**src/rtl/sw_s_stream_responder_pkg.sv**
```systemverilog
// Shared types and sizing for the S-sequence responder: base encodings, chunk layout
// and the default PE array width.
`ifndef SW_PE_ARRAY_SIZE
`define SW_PE_ARRAY_SIZE 8
`endif

package sw_s_stream_responder_pkg;

   typedef enum logic [1:0] {
      BASE_A = 2'd0,
      BASE_C = 2'd1,
      BASE_G = 2'd2,
      BASE_T = 2'd3
   } base_e;

   localparam int PE_SIZE_DEFAULT = `SW_PE_ARRAY_SIZE;

   function automatic int cnt_width(input int pe_size);
      return $clog2(pe_size) + 1;
   endfunction

   localparam int CNT_W_DEFAULT = cnt_width(PE_SIZE_DEFAULT);

   typedef struct packed {
      logic [2*PE_SIZE_DEFAULT-1:0] data;
      logic [CNT_W_DEFAULT-1:0]     cnt;
   } chunk_t;

   typedef enum logic {
      R_IDLE = 1'b0,
      R_PEND = 1'b1
   } resp_state_e;

endpackage

```
**src/rtl/sw_chunk_fifo2.sv**
```systemverilog
// Two-entry chunk FIFO; a pop and a push may share a cycle even when full.
module sw_chunk_fifo2 #(
   parameter int WIDTH = 19
) (
   input  logic             clk,
   input  logic             rst,
   input  logic             push,
   input  logic [WIDTH-1:0] push_data,
   input  logic             pop,
   output logic [WIDTH-1:0] pop_data,
   output logic             full,
   output logic             empty
);

   logic [WIDTH-1:0] mem [2];
   logic             rd_ptr;
   logic             wr_ptr;
   logic [1:0]       count;
   logic             do_pop;
   logic             do_push;

   assign empty    = (count == 2'd0);
   assign full     = (count == 2'd2);
   assign do_pop   = pop && !empty;
   assign do_push  = push && (!full || do_pop);
   assign pop_data = mem[rd_ptr];

   // NOTE: payload storage carries no reset; count/empty gate every read of it.
   always_ff @(posedge clk) begin
      if (do_push) mem[wr_ptr] <= push_data;
   end

   always_ff @(posedge clk or posedge rst) begin
      if (rst) begin
         rd_ptr <= 1'b0;
         wr_ptr <= 1'b0;
         count  <= 2'd0;
      end else begin
         if (do_pop)  rd_ptr <= ~rd_ptr;
         if (do_push) wr_ptr <= ~wr_ptr;
         count <= count + {1'b0, do_push} - {1'b0, do_pop};
      end
   end

endmodule

```
**src/rtl/sw_s_stream_responder.sv**
```systemverilog
// Packs the host base stream into PE_SIZE-base chunks and answers each chunk request
// from the data processor out of a 2-entry queue.
module sw_s_stream_responder
   import sw_s_stream_responder_pkg::*;
#(
   parameter int PE_SIZE = PE_SIZE_DEFAULT,
   parameter int CNT_W   = cnt_width(PE_SIZE)
) (
   input  logic                 clk,
   input  logic                 rst,
   input  logic [1:0]           i_base,
   input  logic                 i_base_valid,
   input  logic                 i_base_last,
   output logic                 o_base_ready,
   input  logic                 i_request_s,
   output logic [2*PE_SIZE-1:0] o_s,
   output logic [CNT_W-1:0]     o_s_valid,
   output logic                 o_s_strobe,
   output logic                 o_seq_done,
   output logic                 o_underrun
);

   localparam int FILL_W  = $clog2(PE_SIZE);
   localparam int CHUNK_W = 2*PE_SIZE + CNT_W;

   typedef struct packed {
      logic [2*PE_SIZE-1:0] data;
      logic [CNT_W-1:0]     cnt;
   } pe_chunk_t;

   logic [FILL_W-1:0]    fill;
   logic [2*PE_SIZE-1:0] pack_data;
   logic [2*PE_SIZE-1:0] chunk_data;
   logic                 pend_marker;
   logic                 accept;
   logic                 slot_last;
   logic                 chunk_push;
   logic                 marker_push;
   logic                 q_push;
   logic                 q_pop;
   logic                 q_full;
   logic                 q_empty;
   logic                 underrun_set;
   pe_chunk_t            push_chunk;
   pe_chunk_t            head_chunk;
   resp_state_e          state;
   resp_state_e          state_nxt;

   assign o_base_ready = !rst && !q_full && !pend_marker;
   assign accept       = i_base_valid && o_base_ready;
   assign slot_last    = (fill == FILL_W'(PE_SIZE-1));
   assign chunk_push   = accept && (slot_last || i_base_last);
   // The zero-count end marker may take the slot a same-cycle pop frees.
   assign marker_push  = pend_marker && (!q_full || q_pop);
   assign q_push       = chunk_push || marker_push;

   always_comb begin
      chunk_data = pack_data;
      for (int k = 0; k < PE_SIZE; k++) begin
         if (fill == FILL_W'(k)) chunk_data[2*k +: 2] = i_base;
      end
   end

   always_comb begin
      push_chunk = '0;
      if (!marker_push) begin
         push_chunk.data = chunk_data;
         push_chunk.cnt  = CNT_W'(fill) + CNT_W'(1);
      end
   end

   always_ff @(posedge clk or posedge rst) begin
      if (rst) begin
         fill        <= '0;
         pack_data   <= '0;
         pend_marker <= 1'b0;
      end else begin
         if (chunk_push) begin
            fill      <= '0;
            pack_data <= '0;
         end else if (accept) begin
            fill      <= fill + FILL_W'(1);
            pack_data <= chunk_data;
         end
         if (chunk_push && i_base_last && slot_last) pend_marker <= 1'b1;
         else if (marker_push)                       pend_marker <= 1'b0;
      end
   end

   sw_chunk_fifo2 #(.WIDTH(CHUNK_W)) u_fifo (
      .clk       (clk),
      .rst       (rst),
      .push      (q_push),
      .push_data (push_chunk),
      .pop       (q_pop),
      .pop_data  (head_chunk),
      .full      (q_full),
      .empty     (q_empty)
   );

   // NOTE: every always_comb output gets a default first so no path infers a latch.
   always_comb begin
      state_nxt    = state;
      q_pop        = 1'b0;
      underrun_set = 1'b0;
      case (state)
         R_IDLE: begin
            if (i_request_s) begin
               if (q_empty) begin
                  underrun_set = 1'b1;
                  state_nxt    = R_PEND;
               end else begin
                  q_pop = 1'b1;
               end
            end
         end
         R_PEND: begin
            underrun_set = i_request_s;
            if (!q_empty) begin
               q_pop     = 1'b1;
               state_nxt = R_IDLE;
            end
         end
      endcase
   end

   always_ff @(posedge clk or posedge rst) begin
      if (rst) begin
         state      <= R_IDLE;
         o_s        <= '0;
         o_s_valid  <= '0;
         o_s_strobe <= 1'b0;
         o_seq_done <= 1'b0;
         o_underrun <= 1'b0;
      end else begin
         state      <= state_nxt;
         o_s_strobe <= q_pop;
         if (q_pop) begin
            o_s       <= head_chunk.data;
            o_s_valid <= head_chunk.cnt;
         end
         if (underrun_set) o_underrun <= 1'b1;
         if (q_pop && (head_chunk.cnt < CNT_W'(PE_SIZE))) o_seq_done <= 1'b1;
         else if (accept)                                 o_seq_done <= 1'b0;
      end
   end

endmodule

```
**config.mk**
```make
export PLATFORM = sky130hd
export DESIGN_NAME = sw_s_stream_responder
export DESIGN_NICKNAME = d
export VERILOG_FILES = /design/src/rtl/sw_s_stream_responder_pkg.sv /design/src/rtl/sw_chunk_fifo2.sv /design/src/rtl/sw_s_stream_responder.sv
export SDC_FILE = /design/constraint.sdc
export NUM_CORES = 1
export LEC_CHECK = 0
export CAP_MARGIN = 10
export CORE_MARGIN = 2
export CORE_UTILIZATION = 53
export DETAILED_ROUTE_END_ITERATION = 7
export PLACE_DENSITY = 0.73
export SLEW_MARGIN = 0
export SYNTH_ARGS = -nofsm -noshare
export SYNTH_HDL_FRONTEND = slang
export SYNTH_HIERARCHICAL = 1
export SYNTH_SLANG_ARGS = --single-unit
```
**constraint.sdc**
```tcl
create_clock -name clk -period 5 [get_ports clk]
set_input_delay 0.5 -clock clk [delete_from_list [all_inputs] [get_ports clk]]
set_output_delay 0.5 -clock clk [all_outputs]
set_load 0.005 [all_outputs]
```
==> results of run 1 <==
Yosys cell counts (2+ instances only):
master / instances / area (sq um)
a21boi_0: 3 / 22.5
a21o_1: 3 / 22.5
a21oi_1: 12 / 60.1
a32o_1: 2 / 20.0
buf_1: 2 / 7.51
buf_2: 4 / 20.0
buf_4: 3 / 22.5
clkbuf_1: 2 / 7.51
dfrtp_1: 48 / 1200
edfxtp_1: 40 / 1200
ha_1: 7 / 87.6
inv_1: 14 / 52.6
mux2_1: 9 / 101
mux2_2: 31 / 349
mux2i_1: 8 / 80.1
nand2_1: 17 / 63.8
nand2b_1: 6 / 37.5
nand3_1: 13 / 65.1
nor2_1: 14 / 52.6
nor2b_1: 2 / 12.5
o21ai_0: 6 / 30.0
o21ai_2: 2 / 17.5
o22ai_1: 6 / 37.5
o2bb2ai_1: 6 / 52.6
xnor2_1: 3 / 26.3
cell families (layout without fill, tap and decap cells):
logic type / Yosys count / after routing / share of synthesized area (%)
flops: 88 / 88 / 64.0
simple gates: 59 / 59 / 7.71
mux: 48 / 48 / 14.1
compound gates: 44 / 44 / 7.84
buf+inv: 26 / 66 / 3.24
fa+ha+maj: 7 / 7 / 2.33
xor+xnor: 3 / 3 / 0.701
final cells by class:
class | instances | share of cell area, %
Clock buffer | 9 | 2.87
Sequential cell | 88 | 55.6
Clock inverter | 7 | 1.10
Inverter | 14 | 1.22
Timing Repair Buffer | 36 | 8.00
Multi-Input combinational cell | 161 | 28.4
Tap cell | 96 | 2.78
routing by layer:
layer	up-vias	routed length [um]
met5	-	0
met4	0	148
met3	13	189
met2	41	3000
met1	1075	3090
li1	1061	-
path summary, 6_finish.rpt:
path | cells past startpoint | startpoint | to | slack (ns)
worst max-delay path | 8 | i_request_s | u_fifo/mem[0][7]$_DFFE_PP_ | 2.62
worst min-delay path | 2 | rst | u_fifo/count[0]$_DFF_PP0_ | 0.43
worst max register to register | 8 | u_fifo/count[1]$_DFF_PP0_ | u_fifo/mem[0][7]$_DFFE_PP_ | 2.64
worst min register to register | 1 | o_underrun$_DFFE_PP0P_ | o_underrun$_DFFE_PP0P_ | 0.47
max in group asynchronous | 3 | rst | o_s[11]$_DFFE_PP0P_ | 3.91
min in group clk | 1 | o_underrun$_DFFE_PP0P_ | o_underrun$_DFFE_PP0P_ | 0.47
placed cells by master (no fill, tap or decap), types with 7 or more instances in the layout:
master | Yosys | final
ha_1 | 7 | 7
dfrtp_1 | 48 | 48
nor2_1 | 14 | 14
mux2i_1 | 8 | 8
a21oi_1 | 12 | 12
mux2_2 | 31 | 31
clkbuf_8 | 0 | 9
mux2_1 | 9 | 9
edfxtp_1 | 40 | 40
clkdlybuf4s50_1 | 0 | 30
nand3_1 | 13 | 13
nand2_1 | 17 | 17
inv_1 | 14 | 13
power by group:
group          internal, mW  switching, mW  leakage [nW]
Sequential            0.962          0.128         0.972
Combinational         0.442          0.322         0.634
Clock                 0.180          0.245        0.0854
Total                  1.58          0.696          1.69
critical path, stage by stage:
cell and delay (ns):
clkdlybuf4s50_1 0.50, o21bai_2 0.22, a21boi_1 0.21, buf_4 0.26, a21o_1 0.20, o21ai_2 0.10, nor2_1 0.10, buf_4 0.31
registers in the layout, indices dropped and copies added (netlist names), 2 cells and up:
signal / cells
u_fifo/count: 2
o_s: 16
o_s_valid: 4
u_fifo/mem: 40
fill: 3
pack_data: 16
per-stage QoR:
step / total power, mW / hold slack, ns
4_1_cts: 2.31 / 0.416
3_3_place_gp: 1.86 / 0.450
5_1_grt: 2.43 / 0.452
2_1_floorplan: 1.57 / 0.266
3_5_place_dp: 1.88 / 0.452
6_report: 2.28 / 0.432
==> results.json, run 1 <==
{
  "run_status": "complete, no violations",
  "arrival_ns": 2.41,
  "number_of_cells_after_detailed_placement": 395,
  "final_cell_area_sq_um": 4320,
  "via_count": 2190,
  "cts_buffers": 9,
  "end_kind": "flip-flop",
  "synth_area_sq_um": 3750,
  "io_buffer_count": 30,
  "cts_h_tree_lvls": 3,
  "grt_max_degree": 45,
  "clk_path_buf_depth": 2,
  "cts_clock_pin_slew_for_the_worst_setup_and_hold_paths_ns": 0.08,
  "floorplan.initialDensity_pct": 54.9,
  "critical_path_required_ns": 5.03,
  "wire_length_per_cell_after_detailed_routing_um": 15.6,
  "grt_setup_unrepaired": "false",
  "drtAntennaViolNets": 0,
  "vias_in_the_first_global_route": 2128,
  "irDropWorstVdd_v": 0.000311,
  "fraction_of_layout_instances_using_a_drive_strength_above_1_pct": 18.4,
  "cts_resized": 0,
  "power.density_nw_per_um2": 528,
  "routed_wirelength_mm": 6.43,
  "worstMarginPinSlew_ns": 0.953,
  "drt_pre_antenna_iters": 4,
  "use_met2_pct": 28.7,
  "worst_skew_pair.late_latency_ns": 0.35,
  "synth_enable_flop_cells": 40,
  "final-max-slew-violation-count": 0,
  "register_area_sq_um": 2400,
  "slew-limit-headroom_pct": 36.5,
  "drtIter0Drc": 134,
  "synth.ff_latch_count": 88,
  "synth_cell_type_count": 37,
  "netlist_instances": 275,
  "cap_violations": 0,
  "preCtsSetupSlack_ns": 2.24,
  "chipHeight_um": 88.1,
  "global_route.overflow_total": 0,
  "kind_of_critical_path": "in -> reg",
  "num-nets-final": 324,
  "clock_tree.root_cell": "clkbuf_8",
  "synth-warning-count": 6,
  "postSynth.asyncResetShare_pct": 54.5,
  "hold_fails_final_rpt": 0,
  "layoutNonFillerInstCount": 411,
  "post-route-drc-count": 0,
  "multi_input_comb_area_sq_um": 1230,
  "synth_nets": 289,
  "post-dp-hpwl_mm": 4.21,
  "post-route-min-period_ns": 2.38,
  "drt-vias-per-instance": 5.33,
  "timing.final.setup_violations": 0,
  "critical_path_peak_fanout": 21,
  "post-cts-setup-buffers": 0,
  "worstHoldPathType": "in -> async",
  "gr_util_met1_pct": 25.7,
  "startpoint_type": "input port",
  "post-route-util_pct": 63.2,
  "synth.yosys.seq_area_share_pct": 64.0,
  "dieArea_sq_um": 7770,
  "area_growth_pct": 15.1,
  "first_pass_grt_wire_length_mm": 10.5,
  "n_antenna_cell": 0,
  "number_of_antenna_violations_at_the_first_check_in_global_routing": 0,
  "core_footprint_sq_um": 6830,
  "placed_instance_area_sq_um": 4150,
  "final_wtd_congestion": 0.791,
  "placement_rows": 30,
  "finalCritPeriodShare_pct": 47.6,
  "tritoncts_clock_tree": "built",
  "cts.hold.buffers_added": 0,
  "fin_tns_setup_ns": 0,
  "fin_skew_ns": 0.00687,
  "gr-max-usage-layer": "met2",
  "io_pins": 31,
  "floorplan.die.width_um": 88.1,
  "power.static_leakage_nw": 1.69,
  "postSynth.topFlopCell": "dfrtp_1",
  "clock-sinks": 88,
  "synthesis.area_per_instance_sq_um": 13.6,
  "fmax_ghz": 0.420,
  "n_fill_cell": 552,
  "grt_use_total_pct": 18.6,
  "postLayoutSetupSlackWorst_ns": 2.62,
  "grtUsageMet3_pct": 3.68
}
Note: power is estimated with default switching activity, not from simulation.
==> run 2: changes to the inputs <==
--- a/config.mk
+++ b/config.mk
@@ -7,9 +7,9 @@
 export LEC_CHECK = 0
 export CAP_MARGIN = 10
 export CORE_MARGIN = 2
-export CORE_UTILIZATION = 53
+export CORE_UTILIZATION = 52
 export DETAILED_ROUTE_END_ITERATION = 7
-export PLACE_DENSITY = 0.73
+export PLACE_DENSITY = 0.75
 export SLEW_MARGIN = 0
 export SYNTH_ARGS = -nofsm -noshare
 export SYNTH_HDL_FRONTEND = slang
==> constraint.sdc (replaced) <==
create_clock -name clk -period 2.1 [get_ports clk]
set_input_delay 0.21 -clock clk [delete_from_list [all_inputs] [get_ports clk]]
set_output_delay 0.21 -clock clk [all_outputs]
set_load 0.005 [all_outputs]
==> results.json, run 2 (same netlist as run 1, synthesis figures left out) <==
{
  "power.density_nw_per_um2": 1270,
  "io_buffer_count": 30,
  "via_count": 2274,
  "slowest_stage_delay_on_critical_path_ns": 0.41,
  "n_antenna_cell": 0,
  "core_footprint_sq_um": 6870,
  "irDropWorstVdd_v": 0.000857,
  "vias_in_the_first_global_route": 2274,
  "drt_pre_antenna_iters": 4,
  "area_growth_pct": 20.4,
  "grt_max_degree": 26,
  "worstMarginPinSlew_ns": 0.466,
  "slack_of_the_worst_reg_to_reg_path_ns": 0.15,
  "preCtsSetupSlack_ns": 0.0623,
  "cts_resized": 0,
  "chipHeight_um": 88.9,
  "drt-vias-per-instance": 5.40,
  "final-max-slew-violation-count": 0,
  "floorplan.die.width_um": 88.9,
  "n_fill_cell": 521,
  "final_common_cell": "dfrtp_1",
  "slew-limit-headroom_pct": 68.8,
  "post-cts-setup-buffers": 0,
  "clk_path_buf_depth": 2,
  "critical_path_peak_fanout": 5,
  "worst_skew_pair.late_latency_ns": 0.37,
  "post-route-min-period_ns": 1.95,
  "drtAntennaViolNets": 0,
  "routed_wirelength_mm": 6.63,
  "largest_reg_by_ff_count": "u_fifo/mem",
  "first_pass_grt_wire_length_mm": 11.2,
  "cts_clock_pin_slew_for_the_worst_setup_and_hold_paths_ns": 0.08,
  "post-route-drc-count": 0,
  "cts_h_tree_lvls": 3,
  "largest_reg_flops": 40,
  "worst-r2r-cell-count": 7,
  "top_regs": "u_fifo/mem (40), o_s (16), pack_data (16)",
  "cap_violations": 0,
  "io_pins": 31,
  "post-dp-hpwl_mm": 4.44,
  "post-route-util_pct": 65.8,
  "worstHoldPathType": "in -> async",
  "fin_skew_ns": 0.00867,
  "num-nets-final": 334,
  "postLayoutSetupSlackWorst_ns": 0.147,
  "cts.hold.buffers_added": 0,
  "end_kind": "flip-flop",
  "placement_rows": 30,
  "finalCritPeriodShare_pct": 93.0,
  "power.static_leakage_nw": 1.77,
  "floorplan.initialDensity_pct": 54.6,
  "fmax_ghz": 0.512,
  "run_status": "complete, no violations",
  "wire_length_per_cell_after_detailed_routing_um": 15.7,
  "worst_hold_slack_ns": 0.194,
  "clock-sinks": 88,
  "timing.final.setup_violations": 0,
  "hold_fails_final_rpt": 0,
  "tritoncts_clock_tree": "built",
  "fraction_of_layout_instances_using_a_drive_strength_above_1_pct": 23.1,
  "cts_buffers": 9,
  "fin_tns_setup_ns": 0,
  "critical_path_cell_by_cell": "ha_1 > ha_2 > or2_2 > a21o_1 > nor4bb_1 > a21oi_1 > xnor2_1",
  "startpoint_type": "flip-flop",
  "drtIter0Drc": 178,
  "critical_path_required_ns": 2.35,
  "grt_setup_unrepaired": "false",
  "arrival_ns": 2.21,
  "clock_tree.root_cell": "clkbuf_8",
  "most-common-layout-cells": "dfrtp_1, edfxtp_1, mux2_2, clkdlybuf4s50_1, nand2_1",
  "final_wtd_congestion": 0.807,
  "kind_of_critical_path": "reg -> reg",
  "global_route.overflow_total": 0,
  "dieArea_sq_um": 7910,
  "number_of_antenna_violations_at_the_first_check_in_global_routing": 0,
  "grt_use_total_pct": 19.2,
  "crit_slowest_cell": "dfrtp_1"
}
==> run 2: changes by cell type in the layout (fill, tap and decap cells not counted), sizes merged <==
cell,before,now
buf,6,16
bufinv,0,1
clkinv,5,4
==> run 2: metal layers <==
| metal | routed length, um | track usage, % | vias to the layer above |
|---|---|---|---|
| met3 | 240 | 5.08 | 10 |
| met2 | 3330 | 31.5 | 39 |
| met4 | 78 | 6.92 | 0 |
| li1 | - | - | 1082 |
| met5 | 0 | 0 | - |
| met1 | 2980 | 25.0 | 1143 |
==> run 2: path summary, 6_finish.rpt <==
path | endpoint | startpoint
max | u_fifo/count[1]$_DFF_PP0_ | fill[0]$_DFFE_PP0P_
min | u_fifo/count[1]$_DFF_PP0_ | rst
max in group asynchronous | o_s[5]$_DFFE_PP0P_ | rst
min in group clk | pend_marker$_DFFE_PP0P_ | i_base_last
max reg2reg | u_fifo/count[1]$_DFF_PP0_ | fill[0]$_DFFE_PP0P_
min reg2reg | o_underrun$_DFFE_PP0P_ | o_underrun$_DFFE_PP0P_
==> run 2: critical path: cells and delay by family (launching register included) <==
family | cells | cell delay [ns]
AO/OA/AOI/OAI | 2 | 0.31
adder cells (fa/ha/maj) | 2 | 0.41
flip-flops | 1 | 0.41
AND/OR/NAND/NOR | 2 | 0.58
XOR/XNOR | 1 | 0.13
==> run 2: report_power, final <==
part | switching [mW] | leakage, nW | internal (mW)
registers | 0.214 | 0.972 | 2.29
clock network | 0.632 | 0.0960 | 0.559
logic | 0.909 | 0.703 | 1.14
==> run 2: layout make-up <==
type                            count  area (sq um)  area share, %
Clock inverter                      7          80.1           1.77
Inverter                           14          55.1           1.22
Multi-Input combinational cell    161          1280           28.3
Tap cell                           96           120           2.66
Clock buffer                        9           124           2.74
Sequential cell                    88          2400           53.2
Timing Repair Buffer               46           458           10.1
==> run 2: stage by stage <==
stage / cells / area [sq um] / power (mW)
6_report: 421 / 4520 / 5.75
4_1_cts: 419 / 4500 / 5.79
3_3_place_gp: 403 / 4300 / 4.53
2_1_floorplan: 275 / 3810 / 3.80
5_1_grt: 421 / 4520 / 6.11
3_5_place_dp: 403 / 4300 / 4.60
